**config.mk**
```make
export PLATFORM = sky130hd
export DESIGN_NAME = cart_header_probe
export DESIGN_NICKNAME = d
export VERILOG_FILES = /design/src/rtl/cart_pkg.sv /design/src/rtl/cart_header_decode.sv /design/src/rtl/cart_header_probe.sv
export SDC_FILE = /design/constraint.sdc
export NUM_CORES = 1
export LEC_CHECK = 0
export BUFFER_PORTS_ARGS = -buffer_cell sky130_fd_sc_hd__buf_2
export CAP_MARGIN = 20
export CORE_ASPECT_RATIO = 1.4
export CORE_UTILIZATION = 50
export DETAILED_ROUTE_END_ITERATION = 8
export PLACE_DENSITY = 0.71
export SYNTH_ARGS = -nofsm -noshare
export SYNTH_HDL_FRONTEND = slang
export SYNTH_HIERARCHICAL = 1
export SYNTH_SLANG_ARGS = --single-unit
```
**constraint.sdc**
```tcl
create_clock -name clk -period 3.5 [get_ports clk]
set_clock_uncertainty 0.05 [all_clocks]
set_input_delay 0.175 -clock clk [delete_from_list [all_inputs] [get_ports clk]]
set_output_delay 0.175 -clock clk [all_outputs]
set_load 0.05 [all_outputs]
```
**src/rtl/cart_pkg.sv**
```systemverilog
// Shared cartridge definitions: header addresses, header byte offsets,
// mapper-select and RAM-size encodings, and the header probe FSM states.
package cart_pkg;

  // Cartridge header addresses
  localparam logic [14:0] HDR_FIRST = 15'h0134;
  localparam logic [14:0] HDR_TYPE  = 15'h0147;
  localparam logic [14:0] HDR_ROM   = 15'h0148;
  localparam logic [14:0] HDR_RAM   = 15'h0149;
  localparam logic [14:0] HDR_CSUM  = 15'h014D;

  // Offsets of the interesting bytes relative to HDR_FIRST (read index)
  localparam logic [4:0] IDX_TYPE = 5'(HDR_TYPE - HDR_FIRST);
  localparam logic [4:0] IDX_ROM  = 5'(HDR_ROM  - HDR_FIRST);
  localparam logic [4:0] IDX_RAM  = 5'(HDR_RAM  - HDR_FIRST);
  localparam logic [4:0] IDX_CSUM = 5'(HDR_CSUM - HDR_FIRST);

  // Mapper select, as consumed by the MBC-select mux
  typedef enum logic [1:0] {
    MBC_NONE  = 2'd0,
    MBC_MBC1  = 2'd1,
    MBC_UNSUP = 2'd3
  } mbc_sel_e;

  // External RAM size encoding, shared with the mapper blocks
  typedef enum logic [1:0] {
    RAM_NONE = 2'd0,
    RAM_2K   = 2'd1,
    RAM_8K   = 2'd2,
    RAM_32K  = 2'd3
  } ram_size_e;

  // Largest ROM size code the mappers understand
  localparam logic [7:0] ROM_CODE_MAX = 8'h06;

  // Header probe FSM states (also exported on the debug port)
  typedef enum logic [1:0] {
    ST_READ  = 2'd0,
    ST_CHECK = 2'd1,
    ST_DONE  = 2'd2
  } probe_state_e;

endpackage

```
**src/rtl/cart_header_decode.sv**
```systemverilog
// Combinational map from raw header bytes (type, ROM code, RAM code) to the
// mapper configuration. Purely combinational so it can be shared by other
// blocks that already hold the header bytes.
module cart_header_decode
  import cart_pkg::*;
(
  input  logic [7:0] type_i,
  input  logic [7:0] rom_i,
  input  logic [7:0] ram_i,
  output logic [1:0] mbc_sel_o,
  output logic [2:0] rom_size_o,
  output logic [1:0] ram_size_o,
  output logic       err_cfg_o
);

  logic rom_bad;
  logic ram_bad;
  logic type_bad;

  // Decode each field independently; any unsupported field raises err_cfg
  always_comb begin
    mbc_sel_o  = MBC_NONE;
    rom_size_o = rom_i[2:0];
    ram_size_o = RAM_NONE;
    rom_bad    = (rom_i > ROM_CODE_MAX);
    ram_bad    = 1'b0;
    type_bad   = 1'b0;

    case (ram_i)
      8'h00:   ram_size_o = RAM_NONE;
      8'h01:   ram_size_o = RAM_2K;
      8'h02:   ram_size_o = RAM_8K;
      8'h03:   ram_size_o = RAM_32K;
      default: begin
        ram_size_o = RAM_NONE;
        ram_bad    = 1'b1;
      end
    endcase

    case (type_i)
      8'h00, 8'h08, 8'h09: mbc_sel_o = MBC_NONE;
      8'h01, 8'h02, 8'h03: mbc_sel_o = MBC_MBC1;
      default: begin
        mbc_sel_o = MBC_UNSUP;
        type_bad  = 1'b1;
      end
    endcase

    err_cfg_o = rom_bad | ram_bad | type_bad;
  end

endmodule

```
**src/rtl/cart_header_probe.sv**
```systemverilog
// Boot-time cartridge header probe. Walks the ROM header 0x0134..0x014D over
// the ROM chip-select path, accumulates the header checksum, and publishes
// the decoded mapper configuration once the whole header has been read.
//
// Handshake: there is no valid/ready pair here. busy=1 means the probe owns
// the cartridge bus; done=1 (busy=0) means every result output is valid and
// held until the next CHECK. rescan is a one-cycle request honoured only
// while done=1.
module cart_header_probe
  import cart_pkg::*;
#(
  parameter int unsigned READ_CYCLES = 2
) (
  input  logic        clk,
  input  logic        reset,
  input  logic        rescan,
  input  logic [7:0]  idata,
  output logic [14:0] oadr,
  output logic        ocs_rom,
  output logic        busy,
  output logic        done,
  output logic [7:0]  cart_type,
  output logic [1:0]  mbc_sel,
  output logic [2:0]  rom_size,
  output logic [1:0]  ram_size,
  output logic        err_csum,
  output logic        err_cfg,
  output logic [1:0]  dbg_state
);

  localparam logic [3:0] CNT_LAST = 4'(READ_CYCLES - 1);

  probe_state_e state_q, state_d;

  // run_q is low for the first cycle after reset/rescan so the bus stays
  // idle for one cycle before the first read window opens.
  logic       run_q;
  logic [4:0] idx_q;
  logic [3:0] cnt_q;
  logic [7:0] x_q;
  logic [7:0] ref_q;
  logic [7:0] type_byte_q;
  logic [7:0] rom_byte_q;
  logic [7:0] ram_byte_q;
  logic       last_cyc;

  logic [7:0] cart_type_q;
  logic [1:0] mbc_sel_q;
  logic [2:0] rom_size_q;
  logic [1:0] ram_size_q;
  logic       err_csum_q;
  logic       err_cfg_q;

  logic [1:0] dec_mbc_sel;
  logic [2:0] dec_rom_size;
  logic [1:0] dec_ram_size;
  logic       dec_err_cfg;

  assign last_cyc = run_q && (cnt_q == CNT_LAST);

  cart_header_decode u_decode (
    .type_i     (type_byte_q),
    .rom_i      (rom_byte_q),
    .ram_i      (ram_byte_q),
    .mbc_sel_o  (dec_mbc_sel),
    .rom_size_o (dec_rom_size),
    .ram_size_o (dec_ram_size),
    .err_cfg_o  (dec_err_cfg)
  );

  // State register
  always_ff @(posedge clk) begin
    if (reset) state_q <= ST_READ;
    else       state_q <= state_d;
  end

  // Next-state logic
  always_comb begin
    state_d = state_q;
    case (state_q)
      ST_READ:  if (last_cyc && (idx_q == IDX_CSUM)) state_d = ST_CHECK;
      ST_CHECK: state_d = ST_DONE;
      ST_DONE:  if (rescan) state_d = ST_READ;
      default:  state_d = ST_READ;
    endcase
  end

  // Bus-facing and status outputs derived from the current state
  always_comb begin
    ocs_rom   = (state_q == ST_READ) && run_q;
    oadr      = ocs_rom ? (HDR_FIRST + 15'(idx_q)) : 15'h0000;
    busy      = (state_q != ST_DONE);
    done      = (state_q == ST_DONE);
    dbg_state = state_q;
  end

  // Read sequencing: cycle counter, byte index, checksum and byte latches
  always_ff @(posedge clk) begin
    if (reset) begin
      run_q       <= 1'b0;
      idx_q       <= 5'd0;
      cnt_q       <= 4'd0;
      x_q         <= 8'h00;
      ref_q       <= 8'h00;
      type_byte_q <= 8'h00;
      rom_byte_q  <= 8'h00;
      ram_byte_q  <= 8'h00;
    end else begin
      case (state_q)
        ST_READ: begin
          if (!run_q) begin
            run_q <= 1'b1;
            cnt_q <= 4'd0;
          end else if (last_cyc) begin
            cnt_q <= 4'd0;
            idx_q <= idx_q + 5'd1;
            if (idx_q == IDX_CSUM) ref_q <= idata;
            else                   x_q   <= x_q - idata - 8'd1;
            if (idx_q == IDX_TYPE) type_byte_q <= idata;
            if (idx_q == IDX_ROM)  rom_byte_q  <= idata;
            if (idx_q == IDX_RAM)  ram_byte_q  <= idata;
          end else begin
            cnt_q <= cnt_q + 4'd1;
          end
        end
        ST_DONE: begin
          if (rescan) begin
            run_q <= 1'b0;
            idx_q <= 5'd0;
            cnt_q <= 4'd0;
            x_q   <= 8'h00;
          end
        end
        default: ;
      endcase
    end
  end

  // Result registers: loaded in CHECK, error flags dropped on rescan
  always_ff @(posedge clk) begin
    if (reset) begin
      cart_type_q <= 8'h00;
      mbc_sel_q   <= MBC_NONE;
      rom_size_q  <= 3'd0;
      ram_size_q  <= RAM_NONE;
      err_csum_q  <= 1'b0;
      err_cfg_q   <= 1'b0;
    end else if (state_q == ST_CHECK) begin
      cart_type_q <= type_byte_q;
      mbc_sel_q   <= dec_mbc_sel;
      rom_size_q  <= dec_rom_size;
      ram_size_q  <= dec_ram_size;
      err_csum_q  <= (x_q != ref_q);
      err_cfg_q   <= dec_err_cfg;
    end else if ((state_q == ST_DONE) && rescan) begin
      err_csum_q  <= 1'b0;
      err_cfg_q   <= 1'b0;
    end
  end

  assign cart_type = cart_type_q;
  assign mbc_sel   = mbc_sel_q;
  assign rom_size  = rom_size_q;
  assign ram_size  = ram_size_q;
  assign err_csum  = err_csum_q;
  assign err_cfg   = err_cfg_q;

endmodule

```
; Word-level counts from Yosys, hierarchy flattened
; Index checks and enable logic that the tools add are counted.
[word_totals]
word_cells = 92
register_bits = 69
out_inout_bits = 37
in_bits = 11
[classes]
n_addsub = 5
n_eq_ne = 22
n_lt_le_gt_ge = 1
bitwise_logic = 2
n_reduce_logical = 21
n_mux = 26
[ops]
columns = operator, n
row1 = "== test 8 x 2 -> 1 bit, second input constant", 4
row2 = two-way mux 8 bit, 4
row3 = "== test 5 bit, second input constant", 4
row4 = AND reduction 4 bit, 5
row5 = "== test 8 x 1 -> 1 bit, second input constant", 2
row6 = "== test 8 x 4 -> 1 bit, second input constant", 2
row7 = zero test 8 bit, 2
row8 = one-hot mux 8 bit (2 select lines), 1
row9 = two-way mux 5 bit, 3
row10 = two-way mux 4 bit, 3
row11 = "inequality test 2 bit, second input constant", 6
row12 = one-hot mux 2 bit (3 select lines), 2
row13 = "adder 9 x 5 -> 10 bit, first input constant", 1
row14 = two-way mux 10 bit, 1
row15 = one-hot mux 5 bit (2 select lines), 1
row16 = "greater-than comparator 8 x 3 -> 1 bit, second input constant", 1
row17 = inequality test 8 bit, 1
row18 = one-hot mux 4 bit (2 select lines), 1
row19 = "subtractor 8 x 1 -> 8 bit, second input constant", 1
row20 = subtractor 8 bit, 1
row21 = two-way mux 1 bit, 6
row22 = OR reduction 3 bit, 2
row23 = OR reduction 6 bit, 1
row24 = "adder 5 x 1 -> 5 bit, second input constant", 1
row25 = other kinds (14), 21

; Longest topological paths before layout
; Gate-level depths: netlist of run 1.
[depth]
ltp_word = 6
ltp_mapped = 9
depth_no_buf = 9

; Modules after synthesis
; Netlist of run 1, hierarchy kept.
[by_module_without_submodules]
columns = module, n_inst, area_per_inst_um2, cells_per_inst, seq_area_each_um2
row1 = cart_header_probe, 1, 3306.9, 378, 1381.3
row2 = cart_header_decode, 1, 112.6, 18, 0.0

; Least setup slack after synthesis of run 1
; No wires, ideal clock.
[synth_timing]
path_kind = reg-to-reg
start = register state_q[1], in the netlist dbg_state[1]
end = register idx_q[1]
period_less_slack_ns = 2.667
setup_slack_ns = 0.833
path_stages_with_launch = 6
arrival_ns = 2.489
cell_sequence = dfxtp_1 -> nor2b_1 -> inv_1 -> nand2_1 -> mux2_2 -> nor2_1
[synth_via]
elab_chain_len = 3
elab_cells_between_ends = 8
[synth_lines]
columns = item, line_no
row1 = start: declaration, cart_header_probe.sv:33  ; probe_state_e state_q, state_d;
row2 = start signal: assignment, cart_header_probe.sv:74  ; else state_q <= state_d;
row3 = == test 2 bit (*), --
row4 = net done, cart_header_probe.sv:21  ; output logic done,
row5 = inequality test 2 bit (no line) / nonzero test 2 bit (equally long branches), --
row6 = AND reduction 4 bit (no line), --
row7 = end signal: assignment, cart_header_probe.sv:116  ; idx_q <= idx_q + 5'd1;
row8 = end: declaration, cart_header_probe.sv:38  ; logic [4:0] idx_q;
; The timed path passes the listed nets; every way through them passes the cells marked *.
; A chain may end at the register's enable or synchronous reset.

; Worst setup path after layout of run 1
[layout_timing]
start = register idx_q[2]
end = register x_q[7]
[layout_via]
elab_chain_len = 3
[layout_lines]
columns = item, line_no
row1 = == test 5 bit, cart_header_probe.sv:117  ; if (idx_q == IDX_CSUM) ref_q <= idata;
row2 = inequality test 2 bit (no line), --
row3 = AND reduction 5 bit (no line), --
row4 = end signal: assignment, cart_header_probe.sv:118  ; else x_q <= x_q - idata - 8'd1;
row5 = end: declaration, cart_header_probe.sv:40  ; logic [7:0] x_q;
; Every way passes these cells.

==> results of run 1 <==
-- final timing paths --
path                    to  slack [ns]  cells past startpoint
min reg2reg   cart_type[1]        0.40                      2
min          ram_byte_q[2]        0.08                      3
max                 x_q[7]        1.25                      7
max reg2reg         x_q[7]        1.25                      7
-- registers in the layout (all words and copies together) (netlist names), 4 cells and up --
| register | count |
|---|---|
| cart_type | 8 |
| cnt_q | 4 |
| ram_byte_q | 8 |
| rom_byte_q | 8 |
| x_q | 8 |
| type_byte_q | 8 |
| ref_q | 8 |
| idx_q | 5 |
-- synth_stat cells, drive strengths merged (3+ instances only) --
| cell | instances |
|---|---|
| buf | 18 |
| ha | 17 |
| nor3 | 5 |
| o21ai | 6 |
| inv | 24 |
| clkbuf | 9 |
| nor2 | 52 |
| mux2i | 33 |
| nor3b | 5 |
| nand2 | 46 |
| a211oi | 4 |
| a2111oi | 3 |
| nand3 | 10 |
| a21o | 3 |
| dfxtp | 69 |
| and3 | 4 |
| nor2b | 6 |
| xnor2 | 12 |
| a21oi | 32 |
| nand4 | 3 |
| nand3b | 3 |
-- logic make-up after synthesis --
group,Yosys count
AND/OR/NAND/NOR,149
buffers and inverters,51
XOR/XNOR,14
other,1
AO/OA/AOI/OAI,59
flip-flops,69
multiplexers,35
adder cells (fa/ha/maj),18
-- metrics by stage --
step / power, W / hold WS [ns] / cell area, sq um / setup slack (ns) / std cells
after floorplan: 0.000935 / 0.216 / 3440 / 0.833 / 402
after global placement: 0.000962 / 0.392 / 3610 / 1.23 / 508
after detailed placement: 0.000965 / 0.393 / 3610 / 1.24 / 508
after CTS: 0.00160 / 0.0622 / 3800 / 1.25 / 523
after global routing: 0.00165 / 0.0816 / 3800 / 1.09 / 523
final: 0.00158 / 0.0778 / 3800 / 1.25 / 523
-- worst min-delay path, delay by kind of cell --
family	cells	cell delay, ns
and+or+nand+nor	1	0.07
muxes	1	0.07
buffers and inverters	1	0.12
-- cell type report --
class / count / share of cell area [%]
well taps: 92 / 3.03
clock inverters: 6 / 1.68
repair buffers: 41 / 5.47
clock buffers: 9 / 3.26
inverters: 24 / 2.37
multi-input cells: 282 / 47.8
flip-flops and latches: 69 / 36.4
-- power by group --
part | internal, W | switching (W) | leakage [nW]
clock network | 0.000325 | 0.000308 | 0.0915
registers | 0.000793 | 0.00000981 | 0.557
logic | 0.0000464 | 0.0000982 | 1.08
total | 0.00116 | 0.000416 | 1.73
-- per-layer routing --
layer	vias to the layer above	GRT usage (%)	wire length (um)
met1	1293	26.4	3200
li1	1386	-	-
met4	0	13.1	262
met3	12	5.42	290
met5	-	0	0
met2	75	38.3	3720
==> run summary, run 1 <==
=========================================================================================
CTS H-tree depth                                                                        3
Detailed-route via count                                                            2,766
Cells resized by post-CTS repair                                                        0
Mean routed wirelength per cell                                                   14.3 um
Fraction of the mapped netlist area in compound gates                               10.7%
Slew at the pin with the worst max-slew slack                                    0.967 ns
Post-detailed-route via-to-cell ratio                                                5.29
TritonCTS clock tree                                                                built
DR iter-0 viols                                                                       154
Cell type contributing the most total cell area after synthesis                   dfxtp_1
Most frequent standard cell in the layout excluding fill and tap cells            dfxtp_1
Number of enable flip-flop cells after synthesis                                        0
Highest Clock Rate                                                                445 MHz
Chip Width                                                                        71.9 um
Num CTS Buffers                                                                         9
Die outline height                                                                99.9 um
Sum of negative setup slack                                                          0 ns
Result of the run                                                            complete, no violations
Reg clk slew, reported paths                                                      0.07 ns
Hold Crit Start                                                                  idata[2]
RSZ-0062 raised after global routing                                                   no
Number of antenna violations at the first check in global routing                       0
Main combinational cell family by area after synthesis                       simple AND/OR/NAND/NOR gates
Mapped Area                                                                    3420 sq um
Floorplan row count                                                                    35
Layout area overhead                                                                11.1%
Clk Latency, worst-skew pair                                                      0.35 ns
Overflow left after global routing                                                      0
CP max stage delay                                                                0.59 ns
Starting density of the core                                                        51.7%
Count of endpoints failing setup in the final report                                    0
Worst Setup Path Type                                                        register to register
Share of synthesized area occupied by flip-flops and latches                        40.4%
Number of post-CTS setup repair buffers                                                 0
Number of warnings reported in the yosys synthesis log                                  6
Worst Path Buf+Inv                                                                      1
Number of top-level pins                                                               48
Required time at the worst-slack endpoint                                         3.72 ns
Post-Synth Simple-Gate Area                                                         20.9%
Post-route DRC violation count                                                          0
Worst supply voltage drop on vdd                                                 0.250 mV
Synth Area in Adders                                                                6.81%
Final count of hold timing violations                                                   0
Final slew viol count                                                                   0
Parity-gate share of the synthesized area counting xor and xnor cells               3.59%
Synth Register Bits                                                                    69
Area share of the leading cell type in the synthesized netlist                      40.4%
Tightest slew margin relative to the limit                                          35.4%
Die area                                                                       7180 sq um
Most frequent cells in the layout                                            dfxtp_1, nor2_1, nand2_1
First-pass GRT wire length                                                      12,400 um
Classification of the worst-slack hold path                                  input port to register
Detailed placement HPWL                                                           5430 um
Power density over cell area                                                  416 nW/um^2
Arr. time, crit path                                                              2.47 ns
Number of optimization iterations in the first detailed-route pass                      4
Clock Path Buffers                                                                      2
Final cycle utilization of the critical path                                        64.2%
Pin count of the biggest net entering global routing                                   43
Count of buffers inserted at the top-level ports                                       40
Fin nets                                                                              456
Fillers                                                                               612
Crit start category                                                              register
Top fanout value on the critical path                                                  11
Flip-flop and latch area                                                       1380 sq um
Number of routed nets with antenna violations                                           0
CTS Sinks                                                                              69
Crit end category                                                                register
Unique cell type count in the Yosys netlist                                            52
Core Box Area                                                                  6610 sq um
Worst Setup SP                                                                   idx_q[2]
Fraction of synthesized area in multiplexers                                        10.3%
Static leakage power                                                              1.73 nW
Final core utilization                                                              57.4%
Proportion of register bits with asynchronous set or reset after synthesis             0%
Most common flop cell mapped by yosys                                             dfxtp_1
Worst path slowest cell                                                            or4b_1
Ant diodes                                                                              0
Crit-path leading delay family                                               simple AND/OR/NAND/NOR gates
Global-route usage over all layers                                                  22.9%
Hold Buf Count CTS                                                                      0
Period minus WS final                                                             2.25 ns
Area of the multi-input gates                                                  1820 sq um
Wirelength, routed                                                                7470 um
Post-Syn Instances                                                                    396
Root buf cell                                                                    clkbuf_8
Leading post-synthesis cells by cell area                                    dfxtp_1, mux2i_1, ha_1
Fraction of layout instances using a drive strength above 1                         15.1%
Mean area per synthesized cell                                                 8.64 sq um
FF-to-FF Start                                                                   idx_q[2]
Via count of the first global-routing pass                                          2,575
Gpl congestion                                                                      0.885
Critical path, cell by cell                                                  inv_1 -> ha_1 -> nand3_1 -> a21boi_1 -> nand2b_1 -> or4b_1 -> a31oi_1
Max Cap Violations                                                                      0
=========================================================================================
Power figures use the tool's default switching activity.
==> inputs of run 2 (changes only) <==
- PLACE_DENSITY: 0.71 -> 0.74
- clock period: 3.5 -> 1.9 ns (I/O delays scaled with it)
==> run summary, run 2 (synthesis results as in run 1) <==
=====================================================================================
Worst Path Buf+Inv                                                                  0
Slew at the pin with the worst max-slew slack                                0.608 ns
Num CTS Buffers                                                                     9
Reg clk slew, reported paths                                                  0.08 ns
TritonCTS clock tree                                                            built
Required time at the worst-slack endpoint                                     2.13 ns
Detailed placement HPWL                                                       5550 um
Crit start category                                                          register
Violations in the final reports                                          setup timing
DR iter-0 viols                                                                   136
Sequential group share of total power                                           48.0%
Worst setup slack after placement                                           -0.114 ns
Wirelength, routed                                                            7720 um
Arr. time, crit path                                                          2.24 ns
Chip Width                                                                    71.9 um
Overflow left after global routing                                                  0
Reported net switching power                                               0.000824 W
Global-route usage over all layers                                              23.1%
Number of standard cells in the final layout excluding fillers                    557
Layout area overhead                                                            24.3%
Root buf cell                                                                clkbuf_8
Number of routed nets with antenna violations                                       0
Pint                                                                        0.00225 W
Worst path slowest cell                                                        or4b_4
Core Box Area                                                              6610 sq um
Total instance count after detailed placement                                     540
Top fanout value on the critical path                                               2
Count of endpoints failing setup in the final report                                1
Mean routed wirelength per cell                                               13.9 um
Highest Clock Rate                                                            498 MHz
Cell depth of the worst flop-to-flop path                                           6
Clock power frac                                                                40.6%
Critical path, cell by cell                                              ha_4 -> a211oi_4 -> nor3_2 -> mux2_4 -> or4b_4 -> a31oi_1
Worst supply voltage drop on vdd                                             0.387 mV
Ant diodes                                                                          0
FF-to-FF Start                                                                 x_q[1]
Comb power frac                                                                 11.3%
Flip-flop and latch area                                                   1390 sq um
Die area                                                                   7180 sq um
R2r endpoint                                                                   x_q[7]
Number of antenna violations at the first check in global routing                   0
Via count of the first global-routing pass                                      2,807
PnR worst setup slack                                                       -0.109 ns
Count of buffers inserted at the top-level ports                                   40
Floorplan row count                                                                35
Result of the run                                                        complete, but fails checks
Fraction of layout instances using a drive strength above 1                     26.9%
Fillers                                                                           540
Starting density of the core                                                    51.7%
Final cycle utilization of the critical path                                     106%
Classification of the worst-slack hold path                              input port to register
Power density over cell area                                              723 nW/um^2
Crit end category                                                            register
Tightest slew margin relative to the limit                                      59.4%
First-pass GRT wire length                                                  12,800 um
Number of cells on the critical path                                                6
Worst Setup Path Type                                                    register to register
Net switching fraction of the power                                             26.8%
Period minus WS final                                                         2.01 ns
CTS Sinks                                                                          69
Die outline height                                                            99.9 um
Clock Path Buffers                                                                  2
CP max stage delay                                                            0.51 ns
Clk Latency, worst-skew pair                                                  0.36 ns
Post-detailed-route via-to-cell ratio                                            5.20
Max Cap Violations                                                                  0
Fin nets                                                                          489
Sum of internal, switching and leakage power                                0.00307 W
CP endpoint                                                                    x_q[7]
RSZ-0062 raised after global routing                                              yes
Hold Buf Count CTS                                                                  0
Final slew viol count                                                               0
Most frequent standard cell in the layout excluding fill and tap cells        dfxtp_1
Worst Setup SP                                                                 x_q[1]
Detailed-route via count                                                        2,897
Final count of hold timing violations                                               0
Post-route DRC violation count                                                      0
CTS H-tree depth                                                                    3
Crit-path leading delay family                                           simple AND/OR/NAND/NOR gates
Static leakage power                                                          1.91 nW
Most frequent cells in the layout                                        dfxtp_1, nor2_1, nand2_1
Pin count of the biggest net entering global routing                               33
Number of optimization iterations in the first detailed-route pass                  4
R2R Setup Slk                                                                -0.11 ns
Gpl congestion                                                                  0.854
Number of top-level pins                                                           48
Area of the multi-input gates                                              1970 sq um
=====================================================================================
==> run 2: cell types whose count changed in the layout (fill, tap and decap cells not counted), sizes merged <==
cell / delta
clkinv: -2
clkbuf: +1
clkinvlp: +1
inv: +1
buf: +33
==> run 2: worst min-delay path by stage <==
| stage | start | endpoint | slack (ns) | depth (start not counted) |
|---|---|---|---|---|
| 6_report | idata[7] | ram_byte_q[7] | 0.05 | 3 |
| 3_5_place_dp | cart_type[2] | cart_type[2] | 0.39 | 2 |
| 3_3_place_gp | cart_type[0] | cart_type[0] | 0.39 | 2 |
| 5_1_grt | idata[7] | type_byte_q[7] | 0.06 | 3 |
| 2_1_floorplan | reset | err_cfg | 0.14 | 1 |
| 4_1_cts | rescan | dbg_state[1] | 0.03 | 4 |
==> run 2: power groups by stage <==
stage               Clock, W  Sequential (W)  Combinational [W]
finish               0.00125         0.00148           0.000348
detailed placement         0         0.00151           0.000330
CTS                  0.00126         0.00148           0.000337
global placement           0         0.00151           0.000321
floorplan                  0         0.00151           0.000229
global route         0.00133         0.00148           0.000380
==> run 2: per-stage QoR <==
stage	utilization (%)	hold slack, ns	setup TNS [ns]	area, sq um
6_report	64.3	0.0525	-0.109	4250
5_1_grt	64.3	0.0595	-0.234	4250
4_1_cts	63.3	0.0304	-0.132	4180
3_5_place_dp	59.9	0.394	-0.114	3960
3_3_place_gp	59.9	0.391	-0.0334	3960
2_1_floorplan	-	0.136	0	3530
==> run 2: tightest hold or removal path, delay by kind of cell <==
family                 cells  cell delay (ns)
multiplexers               1             0.09
AND/OR/NAND/NOR            1             0.07
buffers and inverters      1             0.16
==> run 2: area by class of cell <==
cell class | instances | share of cell area, %
Clock inverter | 6 | 1.65
Inverter | 24 | 2.12
Timing Repair Buffer | 74 | 11.3
Clock buffer | 10 | 3.24
Multi-Input combinational cell | 282 | 46.3
Tap cell | 92 | 2.71
Sequential cell | 69 | 32.7
==> run 2: timing repair <==
item / 4_1_cts / 5_1_grt
setup buffers: 0 / 1
setup endpoints to repair: 1 / 44
pin swaps: 2 / 4
gates resized for setup: 3 / 16
==> run 2: layer usage <==
layer | vias to the layer above | GRT usage [%] | part of all wire [%]
met1 | 1380 | 26.4 | 43
met3 | 16 | 4.72 | 2.5
met2 | 50 | 41.2 | 52
met4 | 0 | 9.50 | 2.0
li1 | 1451 | - | -
met5 | - | 0 | 0
==> inputs of run 3 (changes only) <==
- CORE_UTILIZATION: 50 -> 35
- PLACE_DENSITY: 0.74 -> default
==> run summary, run 3 (synthesis results as in run 1) <==
=====================================================================================
Result of the run                                                        complete, but fails checks
Violations in the final reports                                          setup timing
Die outline height                                                             119 um
Power density over cell area                                              798 nW/um^2
Count of buffers inserted at the top-level ports                                   40
Worst Setup SP                                                                 x_q[1]
Final slew viol count                                                               0
Die area                                                                 10,200 sq um
Number of post-CTS setup repair buffers                                             0
Pint                                                                        0.00266 W
Reg clk slew, reported paths                                                  0.06 ns
Number of antenna violations at the first check in global routing                   0
Max Cap Violations                                                                  0
Worst supply voltage drop on vdd                                             0.367 mV
Mean routed wirelength per cell                                               13.7 um
Wirelength, routed                                                            7870 um
Pin count of the biggest net entering global routing                               44
Detailed placement HPWL                                                       5760 um
Core Box Area                                                              9460 sq um
Global-route usage over all layers                                              16.5%
Fraction of layout instances using a drive strength above 1                     25.0%
Layout area overhead                                                            27.4%
Post-route DRC violation count                                                      0
Floorplan row count                                                                42
Highest Clock Rate                                                            506 MHz
Most frequent standard cell in the layout excluding fill and tap cells        dfxtp_1
Hold Crit Start                                                                rescan
Tightest slew margin relative to the limit                                      47.2%
Required time at the worst-slack endpoint                                     2.11 ns
Most frequent cells in the layout                                        dfxtp_1, nor2_1, nand2_1
Sequential group share of total power                                           42.5%
Total non-filler cell area in the finished layout                          4360 sq um
Hold Buf Count CTS                                                                  0
First-pass GRT wire length                                                  13,100 um
Reported net switching power                                               0.000823 W
Root buf cell                                                               clkbuf_16
DR iter-0 viols                                                                   105
Via count of the first global-routing pass                                      2,814
PnR worst setup slack                                                      -0.0744 ns
Crit start category                                                          register
R2R Setup Slk                                                                -0.07 ns
Clock power frac                                                                47.5%
Detailed-route via count                                                        2,839
TritonCTS clock tree                                                            built
Slew at the pin with the worst max-slew slack                                0.792 ns
Starting density of the core                                                    36.2%
Worst Setup Path Type                                                    register to register
Number of routed nets with antenna violations                                       0
Gpl congestion                                                                  0.802
Area after detailed placement                                              4000 sq um
Static leakage power                                                          1.95 nW
Overflow left after global routing                                                  0
Worst path slowest cell                                                        or4b_1
Num CTS Buffers                                                                     9
Clock Path Buffers                                                                  2
CP max stage delay                                                            0.51 ns
Net switching fraction of the power                                             23.7%
Ant diodes                                                                          0
Crit end category                                                            register
Comb power frac                                                                 10.0%
Final hold slack                                                            0.0670 ns
Chip Width                                                                    85.5 um
Arr. time, crit path                                                          2.18 ns
Classification of the worst-slack hold path                              input port to register
Post-detailed-route via-to-cell ratio                                            4.95
Period minus WS final                                                         1.97 ns
Sum of internal, switching and leakage power                                0.00348 W
CTS Sinks                                                                          69
RSZ-0062 raised after global routing                                              yes
Clk Latency, worst-skew pair                                                  0.33 ns
Worst Path Buf+Inv                                                                  0
Fin nets                                                                          488
Crit-path leading delay family                                           simple AND/OR/NAND/NOR gates
Count of endpoints failing setup in the final report                                1
Number of top-level pins                                                           48
Top fanout value on the critical path                                               2
Number of optimization iterations in the first detailed-route pass                  4
Final cycle utilization of the critical path                                     104%
FF-to-FF Start                                                                 x_q[1]
CTS H-tree depth                                                                    3
Critical path, cell by cell                                              ha_4 -> a211oi_4 -> nor3_2 -> mux2_4 -> or4b_1 -> a31oi_1
Final count of hold timing violations                                               0
=====================================================================================
[run 3: cell count changes in the layout (fill, tap and decap cells not counted), moves of 2 or more]
cell       previous run  this run
mux2i_2               2         0
mux2i_1              31        33
inv_6                 2         0
buf_4                32        30
clkbuf_16             0         9
clkbuf_1              0         3
clkbuf_8             10         1
[run 3: metal layers]
| layer | global-route usage [%] | vias up | routed length, um |
|---|---|---|---|
| li1 | - | 1452 | - |
| met1 | 19.2 | 1319 | 3490 |
| met2 | 28.2 | 50 | 3970 |
| met3 | 3.05 | 18 | 179 |
| met4 | 9.06 | 0 | 237 |
| met5 | 0 | - | 0 |
[run 3: worst register-to-register path: stages (launching register included)]
cell	delay, ns
dfxtp_2	0.33
ha_4	0.25
a211oi_4	0.24
nor3_2	0.09
mux2_4	0.30
or4b_1	0.51
a31oi_1	0.14
[run 3: final timing paths]
kind / endpoint / cells past startpoint
max reg2reg: x_q[7] / 6
max: x_q[7] / 6
min reg2reg: cart_type[5] / 2
min: dbg_state[1] / 4
[run 3: stage by stage]
step                      TNS (ns)  util [%]  setup WS (ns)  std cells
after floorplan                  0         -        0.00536        402
after global routing        -0.226      46.1         -0.164        574
final                      -0.0744      46.1        -0.0744        574
after detailed placement    -0.110      42.3         -0.110        558
after global placement     -0.0736      42.3        -0.0736        558
after CTS                  -0.0794      45.6        -0.0794        574
[run 3: layout make-up]
type | count | area (sq um)
Tap cell | 110 | 138
Fill cell | 922 | 5100
Clock inverter | 3 | 45.0
Multi-Input combinational cell | 282 | 1960
Sequential cell | 69 | 1390
Timing Repair Buffer | 73 | 485
Clock buffer | 13 | 250
Inverter | 24 | 90.1
[run 3: what timing repair did]
action	CTS	global route
setup endpoints to repair	3	37
pin swaps	0	3
resized for setup	4	11
[run 3: power groups by stage]
| stage | Combinational, W | Clock [W] | Sequential (W) |
|---|---|---|---|
| 5_1_grt | 0.000381 | 0.00176 | 0.00148 |
| 2_1_floorplan | 0.000229 | 0 | 0.00151 |
| 4_1_cts | 0.000344 | 0.00168 | 0.00148 |
| 3_5_place_dp | 0.000336 | 0 | 0.00151 |
| 6_report | 0.000347 | 0.00165 | 0.00148 |
| 3_3_place_gp | 0.000333 | 0 | 0.00151 |
